### src/rtl/piso_tx.sv
// piso_tx: parallel-in serial-out frame transmitter: start(0), DATA_W bits LSB first, optional parity, stop(1).
// Compile with PISO_TX_PARITY_EN defined to insert an even-parity bit between the data bits and stop.
module piso_tx #(
  parameter int DATA_W       = 8,
  parameter int CLKS_PER_BIT = 4
) (
  input  logic              clk,
  input  logic              clr,
  input  logic [DATA_W-1:0] din,
  input  logic              load,
  output logic              ready,
  output logic              sout,
  output logic              soutbar,
  output logic              busy,
  output logic              done
);
  localparam int CW = $clog2(CLKS_PER_BIT + 1);
  localparam int IW = (DATA_W > 1) ? $clog2(DATA_W) : 1;
  localparam logic [CW-1:0] LAST_CNT = CW'(CLKS_PER_BIT - 1);
  localparam logic [IW-1:0] LAST_IDX = IW'(DATA_W - 1);

`ifdef PISO_TX_PARITY_EN
  typedef enum logic [2:0] {IDLE, START, DATA, PARITY, STOP} state_t;
`else
  typedef enum logic [2:0] {IDLE, START, DATA, STOP} state_t;
`endif

  state_t            state, state_n;
  logic [CW-1:0]     cnt, cnt_n;
  logic [IW-1:0]     idx, idx_n;
  logic [DATA_W-1:0] shreg, shreg_n;
  logic              bit_end;
  logic              sout_n, done_n, ready_n;
`ifdef PISO_TX_PARITY_EN
  logic              par_q, par_n;
`endif

  always_comb begin
    state_n = state;
    cnt_n   = cnt;
    idx_n   = idx;
    shreg_n = shreg;
    bit_end = (cnt == LAST_CNT);
`ifdef PISO_TX_PARITY_EN
    par_n   = par_q;
`endif
    case (state)
      IDLE: begin
        if (load) begin
          state_n = START;
          cnt_n   = '0;
          idx_n   = '0;
          shreg_n = din;
`ifdef PISO_TX_PARITY_EN
          par_n   = ^din;
`endif
        end
      end
      START: if (bit_end) state_n = DATA;
      DATA: begin
        if (bit_end) begin
          // shift on the boundary so shreg[0] is always the bit on the line
          shreg_n = shreg >> 1;
          if (idx == LAST_IDX) begin
`ifdef PISO_TX_PARITY_EN
            state_n = PARITY;
`else
            state_n = STOP;
`endif
          end else begin
            idx_n = idx + 1'b1;
          end
        end
      end
`ifdef PISO_TX_PARITY_EN
      PARITY: if (bit_end) state_n = STOP;
`endif
      STOP: if (bit_end) state_n = IDLE;
      default: state_n = IDLE;
    endcase
    if (state != IDLE) cnt_n = bit_end ? '0 : cnt + 1'b1;

    // outputs are registered from the next-state view so they change with the state
    sout_n = 1'b1;
    case (state_n)
      START:  sout_n = 1'b0;
      DATA:   sout_n = shreg_n[0];
`ifdef PISO_TX_PARITY_EN
      PARITY: sout_n = par_n;
`endif
      default: sout_n = 1'b1;
    endcase
    done_n  = (state_n == STOP) && (cnt_n == LAST_CNT);
    ready_n = (state_n == IDLE);
  end

  always_ff @(negedge clk) begin
    if (clr) begin
      state   <= IDLE;
      cnt     <= '0;
      idx     <= '0;
      shreg   <= '0;
      sout    <= 1'b1;
      soutbar <= 1'b0;
      ready   <= 1'b1;
      busy    <= 1'b0;
      done    <= 1'b0;
`ifdef PISO_TX_PARITY_EN
      par_q   <= 1'b0;
`endif
    end else begin
      state   <= state_n;
      cnt     <= cnt_n;
      idx     <= idx_n;
      shreg   <= shreg_n;
      sout    <= sout_n;
      soutbar <= ~sout_n;
      ready   <= ready_n;
      busy    <= ~ready_n;
      done    <= done_n;
`ifdef PISO_TX_PARITY_EN
      par_q   <= par_n;
`endif
    end
  end
endmodule

### config.mk
export PLATFORM = sky130hd
export DESIGN_NAME = piso_tx
export DESIGN_NICKNAME = d
export VERILOG_FILES = /design/src/rtl/piso_tx.sv
export SDC_FILE = /design/constraint.sdc
export NUM_CORES = 1
export LEC_CHECK = 0
export CORE_MARGIN = 10
export CORE_UTILIZATION = 55
export DETAILED_ROUTE_END_ITERATION = 10
export GPL_TIMING_DRIVEN = 0
export PLACE_DENSITY_LB_ADDON = 0.25
export SYNTH_ARGS = -nofsm -noshare
export SYNTH_HDL_FRONTEND = slang
export SYNTH_SLANG_ARGS = --single-unit
### constraint.sdc
create_clock -name clk -period 3.3 [get_ports clk]
set_input_delay 0.33 -clock clk [delete_from_list [all_inputs] [get_ports clk]]
set_output_delay 0.33 -clock clk [all_outputs]
set_load 0.1 [all_outputs]
==> impl_metrics.env, run 1 <==
export IMPL_numCtsBuffers=3
export IMPL_drc_errors=0
export IMPL_cts_tree="done"
export IMPL_synth_seq_cells=22
export IMPL_via_per_inst=5.420
export IMPL_crit_chain="clkdlybuf4s15_2"
export IMPL_cts_post_setup_buffers_inserted=0
export IMPL_nets=159
export IMPL_syn2layout_area_growth_pct=29.49
export IMPL_fin_util=0.7478
export IMPL_die_h_um=62.58
export IMPL_clk_pin_slew_worst_paths_ps=40
export IMPL_core_um2=1727
export IMPL_cts_buffer_depth=2
export IMPL_netlist_area_um2=997.2
export IMPL_slew_viol_final=0
export IMPL_row_count=15
export IMPL_synth_edff_count=0
export IMPL_post_place_cells=144
export IMPL_grt_ovfl_total=0
export IMPL_status="completed"
export IMPL_ir_drop_mv=0.3526
export IMPL_antenna_found_initial=0
export IMPL_path_max_fanout=1
export IMPL_critical_path_endpoint_type="primary output"
export IMPL_rsz0062_at_grt="false"
export IMPL_initial_utilization=0.5775
export IMPL_ioPinCount=16
export IMPL_drtIter0Drc=38
export IMPL_r2r_slack_ps=1510
export IMPL_required_ps=2970
export IMPL_n_antenna_cell=0
export IMPL_crit_buf_inv=1
export IMPL_place_gp_congestion=0.8069
export IMPL_syn_inst=104
export IMPL_avgSynthCellArea_um2=9.589
export IMPL_yosysTopAreaCellShare=0.4417
export IMPL_die_area_um2=3916
export IMPL_timing_hold_ws_ps=449.1
export IMPL_hold_path_class="reg2reg"
export IMPL_grt_pass1_vias=917
export IMPL_final_cells=169
export IMPL_grt_usage=0.1137
export IMPL_wl_per_cell_um=12.60
export IMPL_async_reset_ff_frac=0
export IMPL_synth_distinct_cells=43
export IMPL_numPortBuffers=15
export IMPL_drive_gt1_frac=0.1389
export IMPL_cap_violations=0
export IMPL_synth_area_leaders="dfxtp_1 (44%), a21oi_1 (5.5%), a22oi_1 (4.5%), ha_1 (3.8%), and4b_1 (3.0%)"
export IMPL_clock_skew_ps=25.87
export IMPL_clock_sink_count=22
export IMPL_synth_top_flop_cell="dfxtp_1"
export IMPL_fillerInstances=150
export IMPL_setup_viol=0
export IMPL_slew_headroom=0.6355
export IMPL_final_cell_mix="inv_1 (23), dfxtp_1 (22), a21oi_1 (11)"
export IMPL_final_common_cell="inv_1"
export IMPL_yosysWarnings=0
export IMPL_antenna_left=0
export IMPL_die_w_um=62.58
export IMPL_synth_fp_nets=118
export IMPL_cts_root_buf="clkbuf_4"
export IMPL_power_w=0.0005784
export IMPL_finalHoldViolations=0
export IMPL_crit_type="reg2out"
export IMPL_slowest_delay_ps=550
export IMPL_grt_max_degree=13
export IMPL_dpl_hpwl_um=1595
export IMPL_arrival_ps=2880
export IMPL_yosysSeqAreaShare=0.4417
export IMPL_yosysTopAreaCell="dfxtp_1"
export IMPL_power_density_nw_per_um2=447.9
export IMPL_holdCritStartpoint="shreg[5]"
export IMPL_first_pass_iters=4
export IMPL_tightest_slew_ps=549.3
export IMPL_start_kind="register"
export IMPL_crit_family="buffers and inverters"
export IMPL_insertion_delay_ps=390
export IMPL_htreeDepth=1
export IMPL_wirelength_um=2129
export IMPL_slowest_stage="clkdlybuf4s15_2"
export IMPL_r2r_start="cnt[0]"
export IMPL_startpoint="sout"
export IMPL_vias=916
export IMPL_grt_pass1_wl_um=3801
export IMPL_p_leak_nw=0.5806
==> final timing paths <==
kind	depth (start not counted)	to
worst max register to register	6	idx[0]
worst min-delay path	2	shreg[5]
worst min register to register	2	shreg[5]
worst max-delay path	1	sout
==> per-layer routing <==
layer,track usage,vias to the layer above,wire length (um)
li1,-,462,-
met1,0.1136,435,885
met2,0.1974,19,1152
met3,0.05376,0,91
met4,0.04749,0,0
met5,0,-,0
==> final cells by class <==
cell class / count / area (um^2) / area share
inverters: 1 / 3.754 / 0.002907
flip-flops and latches: 22 / 440.4 / 0.3411
plain buffers: 5 / 32.53 / 0.02519
repair buffers: 15 / 156.4 / 0.1211
clock inverters: 23 / 87.58 / 0.06783
multi-input cells: 75 / 516.7 / 0.4002
well taps: 25 / 31.28 / 0.02422
clock buffers: 3 / 22.52 / 0.01744
==> through the flow <==
step	setup WS (ps)	area, um^2	setup TNS, ps
3_5_place_dp	-230.3	1179	-2411
6_report	92.29	1291	0
4_1_cts	75.40	1291	0
5_1_grt	3.382	1291	0
2_1_floorplan	395.6	997.2	0
3_3_place_gp	-198.4	1179	-2028
==> sequential cells by signal, summed over array words and instances, names as in the netlist <==
name	count
idx	3
shreg	8
state	3
done	1
soutbar	1
ready	1
cnt	3
sout	1
busy	1
==> cell usage after synthesis, types with 2 or more instances <==
library cell  count
o21ai_0           2
a22o_1            2
buf_2             2
a22oi_1           6
nor2_1            6
and4b_1           3
a21oi_1          11
nand3_1           2
ha_1              3
inv_1             2
nor2b_1           2
dfxtp_1          22
nand2b_1          4
nor3_1            2
nand2_1           7
==> logic make-up after synthesis <==
kind of cell,after synthesis,share of synthesized area
AO/OA/AOI/OAI,28,0.1907
other,1,0.003761
flip-flops,22,0.4417
multiplexers,1,0.01129
AND/OR/NAND/NOR,41,0.2660
buffers and inverters,7,0.04015
adder cells (fa/ha/maj),3,0.03765
XOR/XNOR,1,0.008785
==> report_power, final <==
group	switching [W]	internal (W)	total, W
Clock	0.000148	0.0000788	0.000227
Combinational	0.0000396	0.0000296	0.0000692
Sequential	0.00000610	0.000277	0.000283
==> what timing repair did <==
item / CTS / global route
setup endpoints to repair: 5 / 0
hold buffers: 0 / 0
resized for setup: 15 / 0
hold endpoints to repair: 0 / 0
Note: power is estimated with default switching activity, not from simulation.
==> inputs of run 2 (changes only) <==
--- a/config.mk
+++ b/config.mk
@@ -8,6 +8,7 @@
 export CORE_MARGIN = 10
 export CORE_UTILIZATION = 55
 export DETAILED_ROUTE_END_ITERATION = 10
+export GPL_ROUTABILITY_DRIVEN = 1
 export GPL_TIMING_DRIVEN = 0
 export PLACE_DENSITY_LB_ADDON = 0.25
 export SYNTH_ARGS = -nofsm -noshare
==> results of run 2 <==
No change in the layout: final DEF, timing and power equal those of run 1.
==> inputs of run 3 (changes only) <==
--- a/config.mk
+++ b/config.mk
@@ -9,7 +9,6 @@
 export CORE_UTILIZATION = 55
 export DETAILED_ROUTE_END_ITERATION = 10
 export GPL_ROUTABILITY_DRIVEN = 1
-export GPL_TIMING_DRIVEN = 0
 export PLACE_DENSITY_LB_ADDON = 0.25
 export SYNTH_ARGS = -nofsm -noshare
 export SYNTH_HDL_FRONTEND = slang
==> impl_metrics.env, run 3 (synthesis results as in run 1) <==
export IMPL_globalRouteMet3Util=0.04659
export IMPL_row_count=15
export IMPL_fillerInstances=126
export IMPL_ioPinCount=16
export IMPL_clock_skew_ps=38.36
export IMPL_holdCritStartpoint="shreg[4]"
export IMPL_hold_path_class="reg2reg"
export IMPL_cts_post_setup_buffers_inserted=0
export IMPL_grt_pass1_wl_um=3905
export IMPL_power_density_nw_per_um2=444.7
export IMPL_fin_util=0.7761
export IMPL_drc_errors=0
export IMPL_arrival_ps=1730
export IMPL_drtIter0Drc=54
export IMPL_first_pass_iters=4
export IMPL_regArea_um2=440.4
export IMPL_n_antenna_cell=0
export IMPL_critical_path_endpoint_type="register"
export IMPL_drive_gt1_frac=0.1458
export IMPL_core_um2=1727
export IMPL_status="completed"
export IMPL_cts_resized_gates=0
export IMPL_ir_drop_mv=0.2972
export IMPL_r2r_start="cnt[0]"
export IMPL_numCtsBuffers=3
export IMPL_wirelength_um=2347
export IMPL_grt_ovfl_total=0
export IMPL_slew_viol_final=0
export IMPL_final_cell_mix="inv_1 (23), dfxtp_1 (22), a21oi_1 (11)"
export IMPL_antenna_left=0
export IMPL_required_ps=1930
export IMPL_stdcell_area_um2=1340
export IMPL_numPortBuffers=15
export IMPL_die_area_um2=3916
export IMPL_place_gp_congestion=0.8013
export IMPL_insertion_delay_ps=410
export IMPL_grt_use_met2=0.2051
export IMPL_cts_tree="done"
export IMPL_multi_input_area_um2=516.7
export IMPL_die_w_um=62.58
export IMPL_cap_violations=0
export IMPL_syn2layout_area_growth_pct=34.38
export IMPL_nets=159
export IMPL_initial_utilization=0.5775
export IMPL_via_per_inst=5.391
export IMPL_vias=911
export IMPL_place_area_um2=1234
export IMPL_cts_root_buf="clkbuf_4"
export IMPL_totalNegativeSetupSlack_ps=0
export IMPL_grt_usage=0.1188
export IMPL_finalHoldViolations=0
export IMPL_htreeDepth=1
export IMPL_cts_buffer_depth=2
export IMPL_antenna_found_initial=0
export IMPL_dpl_hpwl_um=1520
export IMPL_startpoint="load"
export IMPL_rsz0062_at_grt="false"
export IMPL_final_common_cell="inv_1"
export IMPL_setup_viol=0
export IMPL_crit_type="in2reg"
export IMPL_grt_pass1_vias=944
export IMPL_use_met1=0.1190
export IMPL_wl_per_cell_um=13.89
export IMPL_top_usage_layer="met2"
export IMPL_largest_register="shreg"
export IMPL_die_h_um=62.58
export IMPL_p_leak_nw=0.6047
export IMPL_largest_reg_flops=8
export IMPL_clock_sink_count=22
export IMPL_hold_buffers=0
export IMPL_start_kind="input pin"
export IMPL_grt_max_degree=14
export IMPL_path_max_fanout=4
export IMPL_clk_pin_slew_worst_paths_ps=50
run 3: through the flow:
stage          hold slack [ps]  setup WS (ps)  total power [W]  cells
2_1_floorplan            436.0          395.6        0.0003737    104
3_3_place_gp             442.0         -115.1        0.0004042    144
3_5_place_dp             445.3         -170.1        0.0004063    144
4_1_cts                  450.7          210.2        0.0006043    169
5_1_grt                  478.8          170.6        0.0006349    169
6_report                 451.5          194.7        0.0005960    169
run 3: final timing paths:
kind / end / depth (start not counted) / slack, ps
min: shreg[4] / 2 / 450
max reg2reg: idx[0] / 5 / 1470
min reg2reg: shreg[4] / 2 / 450
max: busy / 5 / 190
run 3: power breakdown:
| group | internal (W) | switching, W |
|---|---|---|
| clock network | 0.0000790 | 0.000156 |
| registers | 0.000276 | 0.00000850 |
| logic | 0.0000363 | 0.0000393 |
| total | 0.000392 | 0.000204 |
run 3: cell type report:
type,count,share of cell area
Multi-Input combinational cell,75,0.3856
Clock buffer,3,0.01681
Inverter,1,0.002801
Tap cell,25,0.02334
Sequential cell,22,0.3287
Timing Repair Buffer,20,0.1774
Clock inverter,23,0.06536
run 3: critical path, stage by stage:
cell and delay, ps:
clkdlybuf4s50_1 460, nor4b_2 190, a221o_1 340, and2_1 200
or2_1 210
run 3: per-layer routing:
layer | routed length [um] | share of wire
met1 | 1002 | 0.43
met2 | 1226 | 0.52
met3 | 90 | 0.038
met4 | 29 | 0.012
met5 | 0 | 0
